==> config.mk <==
export PLATFORM = sky130hd
export DESIGN_NAME = multi_alarm_controller_flat
export DESIGN_NICKNAME = d
export VERILOG_FILES = /design/src/rtl/alarm_pkg.sv /design/src/rtl/multi_alarm_controller_if.sv /design/src/rtl/alarm_channel.sv /design/src/rtl/multi_alarm_controller.sv /design/src/flat_wrapper.sv
export SDC_FILE = /design/constraint.sdc
export NUM_CORES = 1
export LEC_CHECK = 0
export BUFFER_PORTS_ARGS = -buffer_cell sky130_fd_sc_hd__clkbuf_2
export CAP_MARGIN = 20
export CORE_MARGIN = 4
export CORE_UTILIZATION = 50
export DETAILED_ROUTE_END_ITERATION = 16
export GPL_TIMING_DRIVEN = 0
export PLACE_DENSITY_LB_ADDON = 0.08
export SLEW_MARGIN = 30
export SYNTH_ARGS = -nofsm -noshare
export SYNTH_HDL_FRONTEND = slang
export SYNTH_SLANG_ARGS = --single-unit
==> constraint.sdc <==
create_clock -name clk5MHz -period 3.7 [get_ports clk5MHz]
set_input_delay 0.74 -clock clk5MHz [delete_from_list [all_inputs] [get_ports clk5MHz]]
set_output_delay 0.74 -clock clk5MHz [all_outputs]
set_load 0.02 [all_outputs]
==> src/rtl/alarm_pkg.sv <==
// Shared types, time constants and the snooze-target helper for the alarm controller.
package alarm_pkg;

    localparam int unsigned TIME_W           = 6;
    localparam int unsigned SUM_W            = TIME_W + 1;
    localparam int unsigned MINUTES_PER_HOUR = 60;
    localparam int unsigned HOURS_PER_DAY    = 24;

    typedef logic [TIME_W-1:0] time_field_t;

    typedef enum logic [1:0] {
        StIdle,
        StRinging,
        StSnoozed
    } alarm_state_e;

    // hh:mm + delta minutes (delta < 60), wrapping at midnight; returns {hour, minute}.
    function automatic logic [2*TIME_W-1:0] time_add(input time_field_t hours,
                                                     input time_field_t minutes,
                                                     input time_field_t delta);
        logic [SUM_W-1:0] min_sum;
        time_field_t      hr_next;
        time_field_t      min_next;
        min_sum  = {1'b0, minutes} + {1'b0, delta};
        hr_next  = hours;
        min_next = min_sum[TIME_W-1:0];
        if (min_sum >= SUM_W'(MINUTES_PER_HOUR)) begin
            min_next = TIME_W'(min_sum - SUM_W'(MINUTES_PER_HOUR));
            hr_next  = hours + TIME_W'(1);
        end
        if (hr_next >= TIME_W'(HOURS_PER_DAY)) begin
            hr_next = '0;
        end
        return {hr_next, min_next};
    endfunction

endpackage

==> src/rtl/multi_alarm_controller_if.sv <==
// Bus between the timekeeping/alarm-set side and the alarm controller.
interface multi_alarm_controller_if #(
    parameter int unsigned NUM_ALARMS = 4
) ();
    import alarm_pkg::*;

    time_field_t                  clockMinutes;
    time_field_t                  clockHours;
    logic [TIME_W*NUM_ALARMS-1:0] alarmMinutes;
    logic [TIME_W*NUM_ALARMS-1:0] alarmHours;
    logic [NUM_ALARMS-1:0]        enable;
    logic                         snooze;
    logic                         dismiss;
    logic                         clk2s;
    logic                         alarmOn;
    logic [NUM_ALARMS-1:0]        ringing;
    logic [NUM_ALARMS-1:0]        snoozed;

    modport master (
        output clockMinutes, clockHours, alarmMinutes, alarmHours, enable, snooze, dismiss, clk2s,
        input  alarmOn, ringing, snoozed
    );

    modport slave (
        input  clockMinutes, clockHours, alarmMinutes, alarmHours, enable, snooze, dismiss, clk2s,
        output alarmOn, ringing, snoozed
    );

endinterface

==> src/rtl/alarm_channel.sv <==
// One alarm channel: match edge detect, snooze target, snooze/timeout counters and FSM.
module alarm_channel
    import alarm_pkg::*;
#(
    parameter int unsigned SNOOZE_MIN  = 9,
    parameter int unsigned TIMEOUT_MIN = 10,
    parameter int unsigned MAX_SNOOZES = 3
) (
    input  logic        clk5MHz,
    input  logic        reset,
    input  time_field_t clockMinutes,
    input  time_field_t clockHours,
    input  time_field_t alarmMinutes,
    input  time_field_t alarmHours,
    input  logic        enable,
    input  logic        snooze,
    input  logic        dismiss,
    input  logic        tick,
    output logic        ringing,
    output logic        snoozed
);

    localparam time_field_t SnoozeDelta = TIME_W'(SNOOZE_MIN);
    localparam logic [5:0]  TimeoutLast = 6'(TIMEOUT_MIN - 1);
    localparam logic [2:0]  SnoozeLimit = 3'(MAX_SNOOZES);

    alarm_state_e state_q, state_d;
    logic         prev_match_q, prev_tmatch_q;
    logic [2:0]   snooze_cnt_q, snooze_cnt_d;
    logic [5:0]   timeout_cnt_q, timeout_cnt_d;
    time_field_t  target_hr_q, target_hr_d;
    time_field_t  target_min_q, target_min_d;
    logic         match, tmatch, trigger, target_hit, timeout;

    assign match      = (clockMinutes == alarmMinutes) && (clockHours == alarmHours);
    assign tmatch     = (clockMinutes == target_min_q) && (clockHours == target_hr_q);
    assign trigger    = match & ~prev_match_q;
    assign target_hit = tmatch & ~prev_tmatch_q;
    // Fires on the tick that would bring the count to TIMEOUT_MIN.
    assign timeout    = tick && (timeout_cnt_q >= TimeoutLast);

    // Next-state logic; priority enable low > dismiss > timeout > snooze > trigger.
    always_comb begin
        state_d       = state_q;
        snooze_cnt_d  = snooze_cnt_q;
        timeout_cnt_d = timeout_cnt_q;
        target_hr_d   = target_hr_q;
        target_min_d  = target_min_q;
        case (state_q)
            StIdle: begin
                if (trigger) begin
                    state_d       = StRinging;
                    snooze_cnt_d  = '0;
                    timeout_cnt_d = '0;
                end
            end
            StRinging: begin
                if (dismiss || timeout) begin
                    state_d = StIdle;
                end else if (snooze) begin
                    if (snooze_cnt_q < SnoozeLimit) begin
                        state_d       = StSnoozed;
                        snooze_cnt_d  = snooze_cnt_q + 3'd1;
                        timeout_cnt_d = '0;
                        {target_hr_d, target_min_d} = time_add(clockHours, clockMinutes,
                                                               SnoozeDelta);
                    end else begin
                        state_d = StIdle;
                    end
                end else if (tick && (timeout_cnt_q != '1)) begin
                    timeout_cnt_d = timeout_cnt_q + 6'd1;
                end
            end
            StSnoozed: begin
                if (dismiss) begin
                    state_d = StIdle;
                end else if (target_hit) begin
                    state_d = StRinging;
                end
            end
            default: state_d = StIdle;
        endcase
        if (!enable) begin
            state_d = StIdle;
        end
    end

    // State, counters, target and edge-detect history.
    always_ff @(posedge clk5MHz or posedge reset) begin
        if (reset) begin
            state_q       <= StIdle;
            prev_match_q  <= 1'b0;
            prev_tmatch_q <= 1'b0;
            snooze_cnt_q  <= '0;
            timeout_cnt_q <= '0;
            target_hr_q   <= '0;
            target_min_q  <= '0;
        end else begin
            state_q       <= state_d;
            prev_match_q  <= match;
            prev_tmatch_q <= tmatch;
            snooze_cnt_q  <= snooze_cnt_d;
            timeout_cnt_q <= timeout_cnt_d;
            target_hr_q   <= target_hr_d;
            target_min_q  <= target_min_d;
        end
    end

    assign ringing = (state_q == StRinging);
    assign snoozed = (state_q == StSnoozed);

endmodule

==> src/rtl/multi_alarm_controller.sv <==
// Multi-channel alarm controller: minute tick, per-channel FSMs and gated buzzer output.
// NUM_ALARMS must match the parameter of the connected bus interface.
module multi_alarm_controller
    import alarm_pkg::*;
#(
    parameter int unsigned NUM_ALARMS  = 4,
    parameter int unsigned SNOOZE_MIN  = 9,
    parameter int unsigned TIMEOUT_MIN = 10,
    parameter int unsigned MAX_SNOOZES = 3
) (
    input logic                     clk5MHz,
    input logic                     reset,
    multi_alarm_controller_if.slave bus
);

    time_field_t           minute_q;
    logic                  tick;
    logic                  alarm_on_q;
    logic [NUM_ALARMS-1:0] ringing_vec;
    logic [NUM_ALARMS-1:0] snoozed_vec;

    assign tick = (bus.clockMinutes != minute_q);

    // Minute copy for tick detection and registered buzzer gate.
    always_ff @(posedge clk5MHz or posedge reset) begin
        if (reset) begin
            minute_q   <= '0;
            alarm_on_q <= 1'b0;
        end else begin
            minute_q   <= bus.clockMinutes;
            alarm_on_q <= bus.clk2s & (|ringing_vec);
        end
    end

    for (genvar i = 0; i < NUM_ALARMS; i++) begin : g_channel
        alarm_channel #(
            .SNOOZE_MIN  (SNOOZE_MIN),
            .TIMEOUT_MIN (TIMEOUT_MIN),
            .MAX_SNOOZES (MAX_SNOOZES)
        ) u_channel (
            .clk5MHz      (clk5MHz),
            .reset        (reset),
            .clockMinutes (bus.clockMinutes),
            .clockHours   (bus.clockHours),
            .alarmMinutes (bus.alarmMinutes[TIME_W*i +: TIME_W]),
            .alarmHours   (bus.alarmHours[TIME_W*i +: TIME_W]),
            .enable       (bus.enable[i]),
            .snooze       (bus.snooze),
            .dismiss      (bus.dismiss),
            .tick         (tick),
            .ringing      (ringing_vec[i]),
            .snoozed      (snoozed_vec[i])
        );
    end

    assign bus.alarmOn = alarm_on_q;
    assign bus.ringing = ringing_vec;
    assign bus.snoozed = snoozed_vec;

endmodule

==> src/flat_wrapper.sv <==
// flat-port wrapper written by rule: the top's interface ports become plain ports
module multi_alarm_controller_flat import alarm_pkg::*;
#(
    parameter int unsigned NUM_ALARMS  = 4,
    parameter int unsigned SNOOZE_MIN  = 9,
    parameter int unsigned TIMEOUT_MIN = 10,
    parameter int unsigned MAX_SNOOZES = 3
)
  (clk5MHz, reset, bus_clockMinutes, bus_clockHours, bus_alarmMinutes, bus_alarmHours, bus_enable, bus_snooze, bus_dismiss, bus_clk2s, bus_alarmOn, bus_ringing, bus_snoozed);
  multi_alarm_controller_if #(.NUM_ALARMS(NUM_ALARMS)) bus_i ();
  input logic clk5MHz;
  input logic reset;
  input wire logic [$bits(bus_i.clockMinutes)-1:0] bus_clockMinutes;
  input wire logic [$bits(bus_i.clockHours)-1:0] bus_clockHours;
  input wire logic [$bits(bus_i.alarmMinutes)-1:0] bus_alarmMinutes;
  input wire logic [$bits(bus_i.alarmHours)-1:0] bus_alarmHours;
  input wire logic [$bits(bus_i.enable)-1:0] bus_enable;
  input wire logic [$bits(bus_i.snooze)-1:0] bus_snooze;
  input wire logic [$bits(bus_i.dismiss)-1:0] bus_dismiss;
  input wire logic [$bits(bus_i.clk2s)-1:0] bus_clk2s;
  output wire logic [$bits(bus_i.alarmOn)-1:0] bus_alarmOn;
  output wire logic [$bits(bus_i.ringing)-1:0] bus_ringing;
  output wire logic [$bits(bus_i.snoozed)-1:0] bus_snoozed;
  assign bus_i.clockMinutes = bus_clockMinutes;
  assign bus_i.clockHours = bus_clockHours;
  assign bus_i.alarmMinutes = bus_alarmMinutes;
  assign bus_i.alarmHours = bus_alarmHours;
  assign bus_i.enable = bus_enable;
  assign bus_i.snooze = bus_snooze;
  assign bus_i.dismiss = bus_dismiss;
  assign bus_i.clk2s = bus_clk2s;
  assign bus_alarmOn = bus_i.alarmOn;
  assign bus_ringing = bus_i.ringing;
  assign bus_snoozed = bus_i.snoozed;
  multi_alarm_controller #(.NUM_ALARMS(NUM_ALARMS), .SNOOZE_MIN(SNOOZE_MIN), .TIMEOUT_MIN(TIMEOUT_MIN), .MAX_SNOOZES(MAX_SNOOZES)) u_core (.clk5MHz(clk5MHz), .reset(reset), .bus(bus_i));
endmodule
==> flow_metrics.env, run 1 <==
export IMPL_status="complete, no violations"
export IMPL_cts_sinks=107
export IMPL_start_kind="primary input"
export IMPL_drt_iter0_markers=299
export IMPL_synth_adder_area_share_pct=3.88
export IMPL_period_share_pct=82.2
export IMPL_grt_usage_pct=23.0
export IMPL_tightest_slew_ns=0.880
export IMPL_path_class="in2reg"
export IMPL_hpwl_mm=12.2
export IMPL_synth_xor_area_share_pct=14.9
export IMPL_cts_max_path_buffers=2
export IMPL_layout_common_cells="107 x dfrtp_1, 85 x nand2_1, 73 x clkbuf_2"
export IMPL_synth_compound_area_share_pct=12.9
export IMPL_synth_top_family_by_area="simple AND/OR/NAND/NOR gates"
export IMPL_critPathMaxStageDelay_ns=0.43
export IMPL_crit_slowest_cell="a21oi_1"
export IMPL_grt_pass1_wl_mm=26.3
export IMPL_finalHoldViolCount=0
export IMPL_peakVddDrop_mv=0.250
export IMPL_cts_buffers=9
export IMPL_min_path_type="in2async"
export IMPL_path_clk_slew_ns=0.07
export IMPL_finalSetupTns_ns=0
export IMPL_crit_fanout=10
export IMPL_fin_nets=850
export IMPL_first_pass_iters=9
export IMPL_cp_end_kind="register"
export IMPL_maxSlewHeadroom_pct=41.0
export IMPL_grt_ovfl_total=0
export IMPL_r2r_start="u_core.g_channel[1].u_channel.timeout_cnt_q[0]$_DFFE_PP0P_"
export IMPL_htreeDepth=3
export IMPL_synth_area_per_cell_sq_um=9.53
export IMPL_cts_tree="done"
export IMPL_syn_nets=765
export IMPL_ant_nets=0
export IMPL_ys_async_sr_fraction_pct=100
export IMPL_p_int_mw=1.77
export IMPL_post_cts_setup_buffers=0
export IMPL_yosys_most_used_dff="dfrtp_1"
export IMPL_rsz0062_at_grt="no"
export IMPL_area_growth_synth_to_final_pct=13.9
export IMPL_power_net_switching_mw=0.664
export IMPL_io_buffer_count=73
export IMPL_antenna_cells=0
export IMPL_swShare_pct=27.3
export IMPL_seqCellArea_sq_mm=0.00268
export IMPL_drive_gt1_share_pct=19.6
export IMPL_power_density_mw_per_mm2=331
export IMPL_p_seq_share_pct=48.6
export IMPL_total_power_mw=2.43
export IMPL_synthCells=676
export IMPL_fmax_ghz=0.329
export IMPL_whs_ns=0.383
export IMPL_synth_simple_gate_area_share_pct=18.5
export IMPL_clock_latency_ns=0.36
export IMPL_placed_area_sq_mm=0.00706
export IMPL_crit_chain="clkbuf_2 > buf_4 > nand3_1 > xnor2_1 > ha_1 > a31oi_2 > a211o_1 > a221o_1 > a21oi_1 > mux2_2"
export IMPL_wl_per_cell_microns=17.3
export IMPL_ys_seq_area_share_pct=41.5
export IMPL_cts_hold_repair_buffers=0
export IMPL_critical_path_required_ns=4.00
export IMPL_startpoint="bus_clockMinutes[1]"
export IMPL_wirelength_mm=16.2
export IMPL_num_vias=5114
export IMPL_viasPerCell=5.45
export IMPL_maxSlewViolCount=0
export IMPL_multi_input_area_sq_mm=0.00344
export IMPL_ios=78
export IMPL_die_w_microns=122
export IMPL_worstPathArrival_ns=3.34
export IMPL_die_area_sq_mm=0.0148
export IMPL_maxCapViolCount=0
export IMPL_p_leak_nw=3.41
export IMPL_p_comb_share_pct=12.9
export IMPL_route_detailed_drc=0
export IMPL_synthMuxAreaShare_pct=3.05
export IMPL_power_share_clock_pct=38.5
export IMPL_grt_antenna_before_repair=0
export IMPL_cp_buffers_inverters=2
export IMPL_design_area_sq_mm=0.00734
export IMPL_cts_resized_gates=0
export IMPL_setup_slack_ns=0.658
export IMPL_cp_top_family="compound AO/OA/AOI/OAI gates"
export IMPL_synth_edff_count=0
export IMPL_syn_cell_area_sq_mm=0.00644
export IMPL_die_h_microns=122
export IMPL_cts_root_buf="clkbuf_16"
export IMPL_ys_seq_elements=107
export IMPL_layout_min_cycle_time_ns=3.04
export IMPL_setup_viol=0
export IMPL_synthDistinctLibCells=63
export IMPL_finClkSkew_ns=0.00887
export IMPL_core_area_sq_mm=0.0126
export IMPL_yosysWarningCount=0
export IMPL_grt_pass1_vias=5079
export IMPL_place_ws_ns=0.366
export IMPL_fillers=1184
export IMPL_gp_congestion=0.842
export IMPL_grt_max_degree=66
export IMPL_initial_core_util_pct=51.1
export IMPL_final_common_cell="dfrtp_1"
export IMPL_fp_row_count=41
## worst reg2reg max path, delay by kind of cell (launching register included)
family                   cells  cell delay (ns)
multiplexers                 1             0.38
buffers and inverters        2             0.44
AND/OR/NAND/NOR              3             0.76
AO/OA/AOI/OAI                2             0.35
adder cells (fa/ha/maj)      1             0.14
flip-flops                   1             0.43
## registers in the layout, indices dropped and copies added (netlist names)
name and count:
u_core.g_channel.u_channel.timeout_cnt_q 24, u_core.g_channel.u_channel.target_hr_q 24, u_core.g_channel.u_channel.snooze_cnt_q 12, u_core.minute_q 6, u_core.g_channel.u_channel.prev_match_q 4, u_core.bus.alarmOn 1, u_core.g_channel.u_channel.prev_tmatch_q 4, u_core.g_channel.u_channel.target_min_q 24
u_core.g_channel.u_channel.state_q 8
## cell usage after synthesis, drive strengths merged, types with 13 or more instances
cell type / n / area [sq um]
dfrtp: 107 / 2680
nand2: 87 / 332
xnor2: 72 / 631
xor2: 38 / 333
o21ai: 33 / 165
nor2: 32 / 120
a21oi: 25 / 136
buf: 25 / 181
inv: 25 / 93.8
nand4: 22 / 150
ha: 20 / 250
nand3: 18 / 90.1
nor3: 15 / 75.1
clkbuf: 14 / 52.6
mux2: 13 / 146
nor4: 13 / 100
## path summary, 6_finish.rpt
path / cells past startpoint / endpoint / slack [ns]
setup reg to reg: 9 / u_core.g_channel[1].u_channel.target_hr_q[3]$_DFFE_PP0P_ / 1.08
max in group asynchronous: 3 / u_core.g_channel[1].u_channel.target_hr_q[5]$_DFFE_PP0P_ / 2.67
setup / recovery: 10 / u_core.g_channel[3].u_channel.target_hr_q[3]$_DFFE_PP0P_ / 0.66
hold reg to reg: 2 / u_core.g_channel[3].u_channel.target_min_q[1]$_DFFE_PP0P_ / 0.50
min in group clk5MHz: 2 / u_core.g_channel[3].u_channel.target_min_q[1]$_DFFE_PP0P_ / 0.50
hold / removal: 2 / u_core.g_channel[0].u_channel.timeout_cnt_q[2]$_DFFE_PP0P_ / 0.38
## per-stage QoR
| stage | utilization, % | std cells |
|---|---|---|
| final | 58.2 | 938 |
| after global routing | 58.2 | 938 |
| after CTS | 58.2 | 938 |
| after detailed placement | 55.9 | 922 |
| after global placement | 55.7 | 921 |
| after floorplan | - | 676 |
## power by group through the flow
stage / logic, mW / registers (mW) / clock network, mW
2_1_floorplan: 0.198 / 1.20 / 0
6_report: 0.314 / 1.18 / 0.936
3_3_place_gp: 0.306 / 1.21 / 0
4_1_cts: 0.318 / 1.18 / 0.963
5_1_grt: 0.344 / 1.18 / 1.01
3_5_place_dp: 0.316 / 1.21 / 0
## cell families after synthesis
family | count (synthesis)
flops | 107
mux | 18
xor+xnor | 110
fa+ha+maj | 20
buf+inv | 65
compound gates | 120
simple gates | 236
## routing by layer
metal | routed length [microns] | track usage (%) | part of all wire, % | up-vias
met4 | 397 | 8.68 | 2.4 | 0
met5 | 0 | 0 | 0 | -
met2 | 8020 | 37.7 | 49 | 106
met3 | 709 | 4.74 | 4.4 | 27
li1 | - | - | - | 2497
met1 | 7090 | 30.2 | 44 | 2484
## cell type report
cell class | count | share of cell area (%)
Timing Repair Buffer | 74 | 5.35
Inverter | 26 | 1.40
Tap cell | 172 | 2.93
Multi-Input combinational cell | 504 | 46.8
Clock inverter | 7 | 0.801
Buffer | 39 | 3.19
Sequential cell | 107 | 36.5
Clock buffer | 9 | 3.07
Note: power is estimated with default switching activity, not from simulation.
==> run 2: changes to the inputs <==
==> constraint.sdc (replaced) <==
create_clock -name clk5MHz -period 2.6 [get_ports clk5MHz]
set_input_delay 0.52 -clock clk5MHz [delete_from_list [all_inputs] [get_ports clk5MHz]]
set_output_delay 0.52 -clock clk5MHz [all_outputs]
set_load 0.02 [all_outputs]
==> run 2 against run 1 <==
Effect of this change:
- critical path depth is 2 lower
- hold slack got worse by 0.24 ns
- sequential share of layout area decreased by 1.1 points
- total power is 46% higher
- via count hardly changed
- cell count rose by 0.53%
- non-clock buffer count increased by 5
- die area did not move
==> flow_metrics.env, run 2 (synthesis results as in run 1) <==
export IMPL_status="complete, no violations"
export IMPL_grt_max_degree=29
export IMPL_period_share_pct=98.4
export IMPL_cts_max_path_buffers=2
export IMPL_tightest_slew_ns=0.904
export IMPL_maxSlewViolCount=0
export IMPL_crit_chain="clkbuf_2 > clkbuf_4 > xnor2_1 > and4_1 > nand2_2 > a211oi_1 > nor2_1 > and2_1"
export IMPL_start_kind="primary input"
export IMPL_p_leak_nw=3.48
export IMPL_cp_num_cells=8
export IMPL_cts_root_buf="clkbuf_16"
export IMPL_layout_min_cycle_time_ns=2.56
export IMPL_area_growth_synth_to_final_pct=17.4
export IMPL_htreeDepth=3
export IMPL_drive_gt1_share_pct=22.8
export IMPL_die_w_microns=122
export IMPL_gp_congestion=0.859
export IMPL_first_pass_iters=7
export IMPL_final_common_cell="dfrtp_1"
export IMPL_setup_slack_ns=0.0415
export IMPL_peakVddDrop_mv=0.364
export IMPL_grt_pass1_wl_mm=26.6
export IMPL_cts_sinks=107
export IMPL_wl_per_cell_microns=17.5
export IMPL_num_vias=5115
export IMPL_stdcell_count=943
export IMPL_r2r_cells=8
export IMPL_place_ws_ns=-0.516
export IMPL_finalSetupTns_ns=0
export IMPL_cts_hold_repair_buffers=0
export IMPL_grt_pass1_vias=5111
export IMPL_cts_buffers=9
export IMPL_drt_iter0_markers=378
export IMPL_antenna_cells=0
export IMPL_critPathMaxStageDelay_ns=0.77
export IMPL_grt_usage_pct=23.5
export IMPL_cp_top_family="simple AND/OR/NAND/NOR gates"
export IMPL_critical_path_required_ns=2.85
export IMPL_reg_largest_list="u_core.g_channel.u_channel.target_hr_q (24), u_core.g_channel.u_channel.target_min_q (24), u_core.g_channel.u_channel.timeout_cnt_q (24)"
export IMPL_cp_end_kind="register"
export IMPL_grt_ovfl_total=0
export IMPL_worstPathArrival_ns=2.81
export IMPL_die_area_sq_mm=0.0148
export IMPL_ios=78
export IMPL_min_path_type="in2async"
export IMPL_ant_nets=0
export IMPL_hpwl_mm=12.6
export IMPL_finalHoldViolCount=0
export IMPL_crit_slowest_cell="a211oi_1"
export IMPL_die_h_microns=122
export IMPL_cts_tree="done"
export IMPL_path_clk_slew_ns=0.07
export IMPL_finClkSkew_ns=0.00781
export IMPL_clock_latency_ns=0.36
export IMPL_core_area_sq_mm=0.0126
export IMPL_path_class="in2reg"
export IMPL_setup_viol=0
export IMPL_route_detailed_drc=0
export IMPL_crit_fanout=8
export IMPL_grt_antenna_before_repair=0
export IMPL_viasPerCell=5.42
export IMPL_rsz0062_at_grt="yes"
export IMPL_dp_cells=925
export IMPL_maxSlewHeadroom_pct=39.4
export IMPL_power_density_mw_per_mm2=471
export IMPL_fmax_ghz=0.391
export IMPL_wirelength_mm=16.5
export IMPL_io_buffer_count=73
export IMPL_fin_nets=855
export IMPL_layout_common_cells="107 x dfrtp_1, 85 x nand2_1, 74 x clkbuf_2"
export IMPL_cp_buffers_inverters=2
export IMPL_maxCapViolCount=0
export IMPL_fp_row_count=41
export IMPL_initial_core_util_pct=51.1
## run 2: cell count changes in the layout (fill, tap and decap cells not counted), sizes merged
| cell | change |
|---|---|
| buf | +7 |
| clkinv | +1 |
| clkbuf | -1 |
| inv | -5 |
| clkinvlp | +2 |
| bufinv | +1 |
## run 2: what timing repair did
action                     CTS  global route
setup endpoints to repair   15            52
pin swaps                    0             1
gates resized for setup      6            29
setup buffers                0             3
## run 2: layout make-up
class                           instances  area [sq um]
Fill cell                            1104          5050
Multi-Input combinational cell        504          3540
Sequential cell                       107          2680
Timing Repair Buffer                   80           475
Buffer                                 38           258
Clock buffer                           10           229
Tap cell                              172           215
Inverter                               26           101
Clock inverter                          6          66.3
## run 2: metal layers
metal | vias to the layer above | routed length [microns] | global-route usage (%) | part of all wire [%]
met5 | - | 0 | 0 | 0
met4 | 0 | 291 | 7.49 | 1.8
met3 | 25 | 691 | 4.74 | 4.2
met2 | 111 | 8230 | 39.2 | 50
met1 | 2476 | 7280 | 30.8 | 44
li1 | 2503 | - | - | -
## run 2: per-stage QoR
step | hold WS (ns) | utilization [%] | power (mW) | cell area (sq um)
after floorplan | 0.458 | - | 2.00 | 6450
after global placement | 0.473 | 55.7 | 2.15 | 7030
after detailed placement | 0.483 | 56.4 | 2.18 | 7120
after CTS | 0.150 | 58.9 | 3.57 | 7440
after global routing | 0.165 | 60.0 | 3.70 | 7570
final | 0.144 | 60.0 | 3.56 | 7570
## run 2: worst paths after layout
check / from / to / slack (ns)
max: bus_clockMinutes[0] / u_core.g_channel[3].u_channel.timeout_cnt_q[5]$_DFFE_PP0P_ / 0.04
min in group clk5MHz: bus_clockMinutes[4] / u_core.minute_q[4]$_DFF_PP0_ / 0.29
min: reset / u_core.minute_q[4]$_DFF_PP0_ / 0.14
min reg2reg: u_core.g_channel[3].u_channel.target_hr_q[1]$_DFFE_PP0P_ / u_core.g_channel[3].u_channel.target_hr_q[1]$_DFFE_PP0P_ / 0.50
max reg2reg: u_core.g_channel[3].u_channel.timeout_cnt_q[1]$_DFFE_PP0P_ / u_core.g_channel[3].u_channel.timeout_cnt_q[5]$_DFFE_PP0P_ / 0.09
max in group asynchronous: reset / u_core.g_channel[3].u_channel.target_min_q[2]$_DFFE_PP0P_ / 1.78
## run 2: power breakdown
group          internal [mW]  switching, mW  total (mW)
sequential              1.67        0.00770        1.68
combinational          0.198          0.286       0.484
clock                  0.747          0.648        1.40
total                   2.62          0.942        3.56
==> run 3: changes to the inputs <==
--- a/config.mk
+++ b/config.mk
@@ -8,10 +8,11 @@
 export BUFFER_PORTS_ARGS = -buffer_cell sky130_fd_sc_hd__clkbuf_2
 export CAP_MARGIN = 20
 export CORE_MARGIN = 4
-export CORE_UTILIZATION = 50
+export CORE_UTILIZATION = 25
 export DETAILED_ROUTE_END_ITERATION = 16
 export GPL_TIMING_DRIVEN = 0
 export PLACE_DENSITY_LB_ADDON = 0.08
+export RECOVER_POWER = 50
 export SLEW_MARGIN = 30
 export SYNTH_ARGS = -nofsm -noshare
 export SYNTH_HDL_FRONTEND = slang
==> run 3 against run 2 <==
Effect of this change:
- maximum frequency grew 2.6%
- largest power group unchanged
- non-clock buffer count is 5 higher
- routed wire length up 19%
- final area up 3.5%
- sequential share of layout area is 1.2 points lower
- clock skew rose by 0.0027 ns
- cell count rose by 17%
- first-iteration DRC count shrank 44%
- die area up 92%
- sequential power is essentially flat
==> flow_metrics.env, run 3 (synthesis results as in run 1) <==
export IMPL_status="complete, no violations"
export IMPL_die_w_microns=169
export IMPL_hpwl_mm=14.9
export IMPL_fin_nets=860
export IMPL_min_path_type="in2async"
export IMPL_grt_pass1_vias=5243
export IMPL_setup_viol=0
export IMPL_grt_max_degree=29
export IMPL_drt_met1_wl_mm=9.22
export IMPL_cts_buffers=9
export IMPL_place_ws_ns=-0.541
export IMPL_reg_largest_list="u_core.g_channel.u_channel.target_hr_q (24), u_core.g_channel.u_channel.target_min_q (24), u_core.g_channel.u_channel.timeout_cnt_q (24)"
export IMPL_start_kind="primary input"
export IMPL_crit_fanout=10
export IMPL_top_layer="met4"
export IMPL_die_area_sq_mm=0.0284
export IMPL_wirelength_mm=19.7
export IMPL_tightest_slew_ns=0.668
export IMPL_ant_nets=0
export IMPL_worstPathArrival_ns=2.73
export IMPL_area_growth_synth_to_final_pct=21.5
export IMPL_first_pass_iters=4
export IMPL_die_h_microns=169
export IMPL_p_leak_nw=3.54
export IMPL_grt_usage_pct=14.2
export IMPL_placed_area_sq_mm=0.00731
export IMPL_peakVddDrop_mv=0.252
export IMPL_grt_pass1_wl_mm=31.0
export IMPL_initial_core_util_pct=25.5
export IMPL_wl_per_cell_microns=17.8
export IMPL_maxCapViolCount=0
export IMPL_stdcell_count=1106
export IMPL_core_area_sq_mm=0.0253
export IMPL_final_core_util_pct=31.0
export IMPL_design_area_sq_mm=0.00783
export IMPL_path_clk_slew_ns=0.07
export IMPL_dp_cells=1083
export IMPL_power_density_mw_per_mm2=458
export IMPL_cp_end_kind="register"
export IMPL_finalHoldViolCount=0
export IMPL_maxSlewViolCount=0
export IMPL_cts_hold_repair_buffers=0
export IMPL_drive_gt1_share_pct=23.3
export IMPL_fp_row_count=58
export IMPL_met2_length_mm=9.39
export IMPL_fmax_ghz=0.401
export IMPL_critical_path_required_ns=2.83
export IMPL_htreeDepth=3
export IMPL_finClkSkew_ns=0.0106
export IMPL_num_vias=5159
export IMPL_path_class="in2reg"
export IMPL_wl_met3_microns=641
export IMPL_setup_slack_ns=0.105
export IMPL_gp_congestion=0.777
export IMPL_antenna_cells=0
export IMPL_cts_tree="done"
export IMPL_layout_common_cells="107 x dfrtp_1, 85 x nand2_1, 74 x clkbuf_2"
export IMPL_maxSlewHeadroom_pct=55.2
export IMPL_final_common_cell="dfrtp_1"
export IMPL_grt_ovfl_total=0
export IMPL_cts_root_buf="clkbuf_16"
export IMPL_drt_iter0_markers=213
export IMPL_r2r_cells=8
export IMPL_grt_antenna_before_repair=0
export IMPL_layout_min_cycle_time_ns=2.49
export IMPL_route_detailed_drc=0
export IMPL_io_buffer_count=73
export IMPL_viasPerCell=4.66
export IMPL_clock_latency_ns=0.35
export IMPL_cts_sinks=107
export IMPL_period_share_pct=96.0
export IMPL_cts_max_path_buffers=2
export IMPL_ios=78
[run 3: changes by cell type in the layout (fill, tap and decap cells not counted), moves of 2 or more]
cell | previous run | this run
buf_2 | 11 | 8
nor4_1 | 7 | 10
clkinvlp_4 | 4 | 2
a211oi_2 | 1 | 3
nor4_2 | 6 | 2
clkbuf_4 | 1 | 3
buf_4 | 12 | 17
a211oi_1 | 5 | 3
[run 3: worst paths after layout]
kind                                                                           startpoint                                                          to  slack, ns
worst max-delay path                                                  bus_clockMinutes[4]  u_core.g_channel[3].u_channel.timeout_cnt_q[2]$_DFFE_PP0P_       0.11
worst min-delay path                                                                reset                                u_core.minute_q[1]$_DFF_PP0_       0.12
worst max register to register                               u_core.minute_q[2]$_DFF_PP0_   u_core.g_channel[2].u_channel.target_min_q[2]$_DFFE_PP0P_       0.20
worst min register to register  u_core.g_channel[0].u_channel.target_min_q[5]$_DFFE_PP0P_   u_core.g_channel[0].u_channel.target_min_q[5]$_DFFE_PP0P_       0.50
max in group asynchronous                                                           reset  u_core.g_channel[0].u_channel.timeout_cnt_q[1]$_DFFE_PP0P_       1.63
min in group clk5MHz                                                  bus_clockMinutes[4]                                u_core.minute_q[4]$_DFF_PP0_       0.32
[run 3: cell type report]
cell class	count	area, sq um
Fill cell	2653	17400
Multi-Input combinational cell	504	3550
Sequential cell	107	2680
Timing Repair Buffer	85	515
Tap cell	330	413
Buffer	38	283
Clock buffer	12	236
Inverter	26	101
Clock inverter	4	51.3
[run 3: critical path, stage by stage]
cell and delay, ns:
clkbuf_2 0.10, buf_6 0.14, buf_6 0.17, xor2_1 0.17, nor4_1 0.27, nand3_1 0.28, or3_1 0.40, a211o_2 0.40
o21ai_1 0.19, o41ai_2 0.09
[run 3: routing by layer]
layer	vias to the layer above	GRT usage [%]
li1	2515	-
met1	2527	19.4
met2	93	23.4
met3	24	2.27
met4	0	3.88
met5	-	0
[run 3: what timing repair did]
item | in CTS | in global routing
endpoints found under the setup margin | 31 | 55
pin swaps | 1 | 0
setup buffers | 4 | 4
resized for setup | 12 | 37
[run 3: through the flow]
stage	TNS (ns)	hold WS (ns)	total power [mW]
after floorplan	0	0.458	2.00
after global placement	-45.51	0.472	2.18
after detailed placement	-29.18	0.483	2.20
after CTS	0	0.116	3.65
after global routing	-0.0128	0.145	3.77
final	0	0.121	3.59
[run 3: report_power, final]
part,switching (mW),leakage [nW],internal [mW]
Sequential,0.00741,1.44,1.67
Combinational,0.302,1.96,0.206
Clock,0.649,0.137,0.751
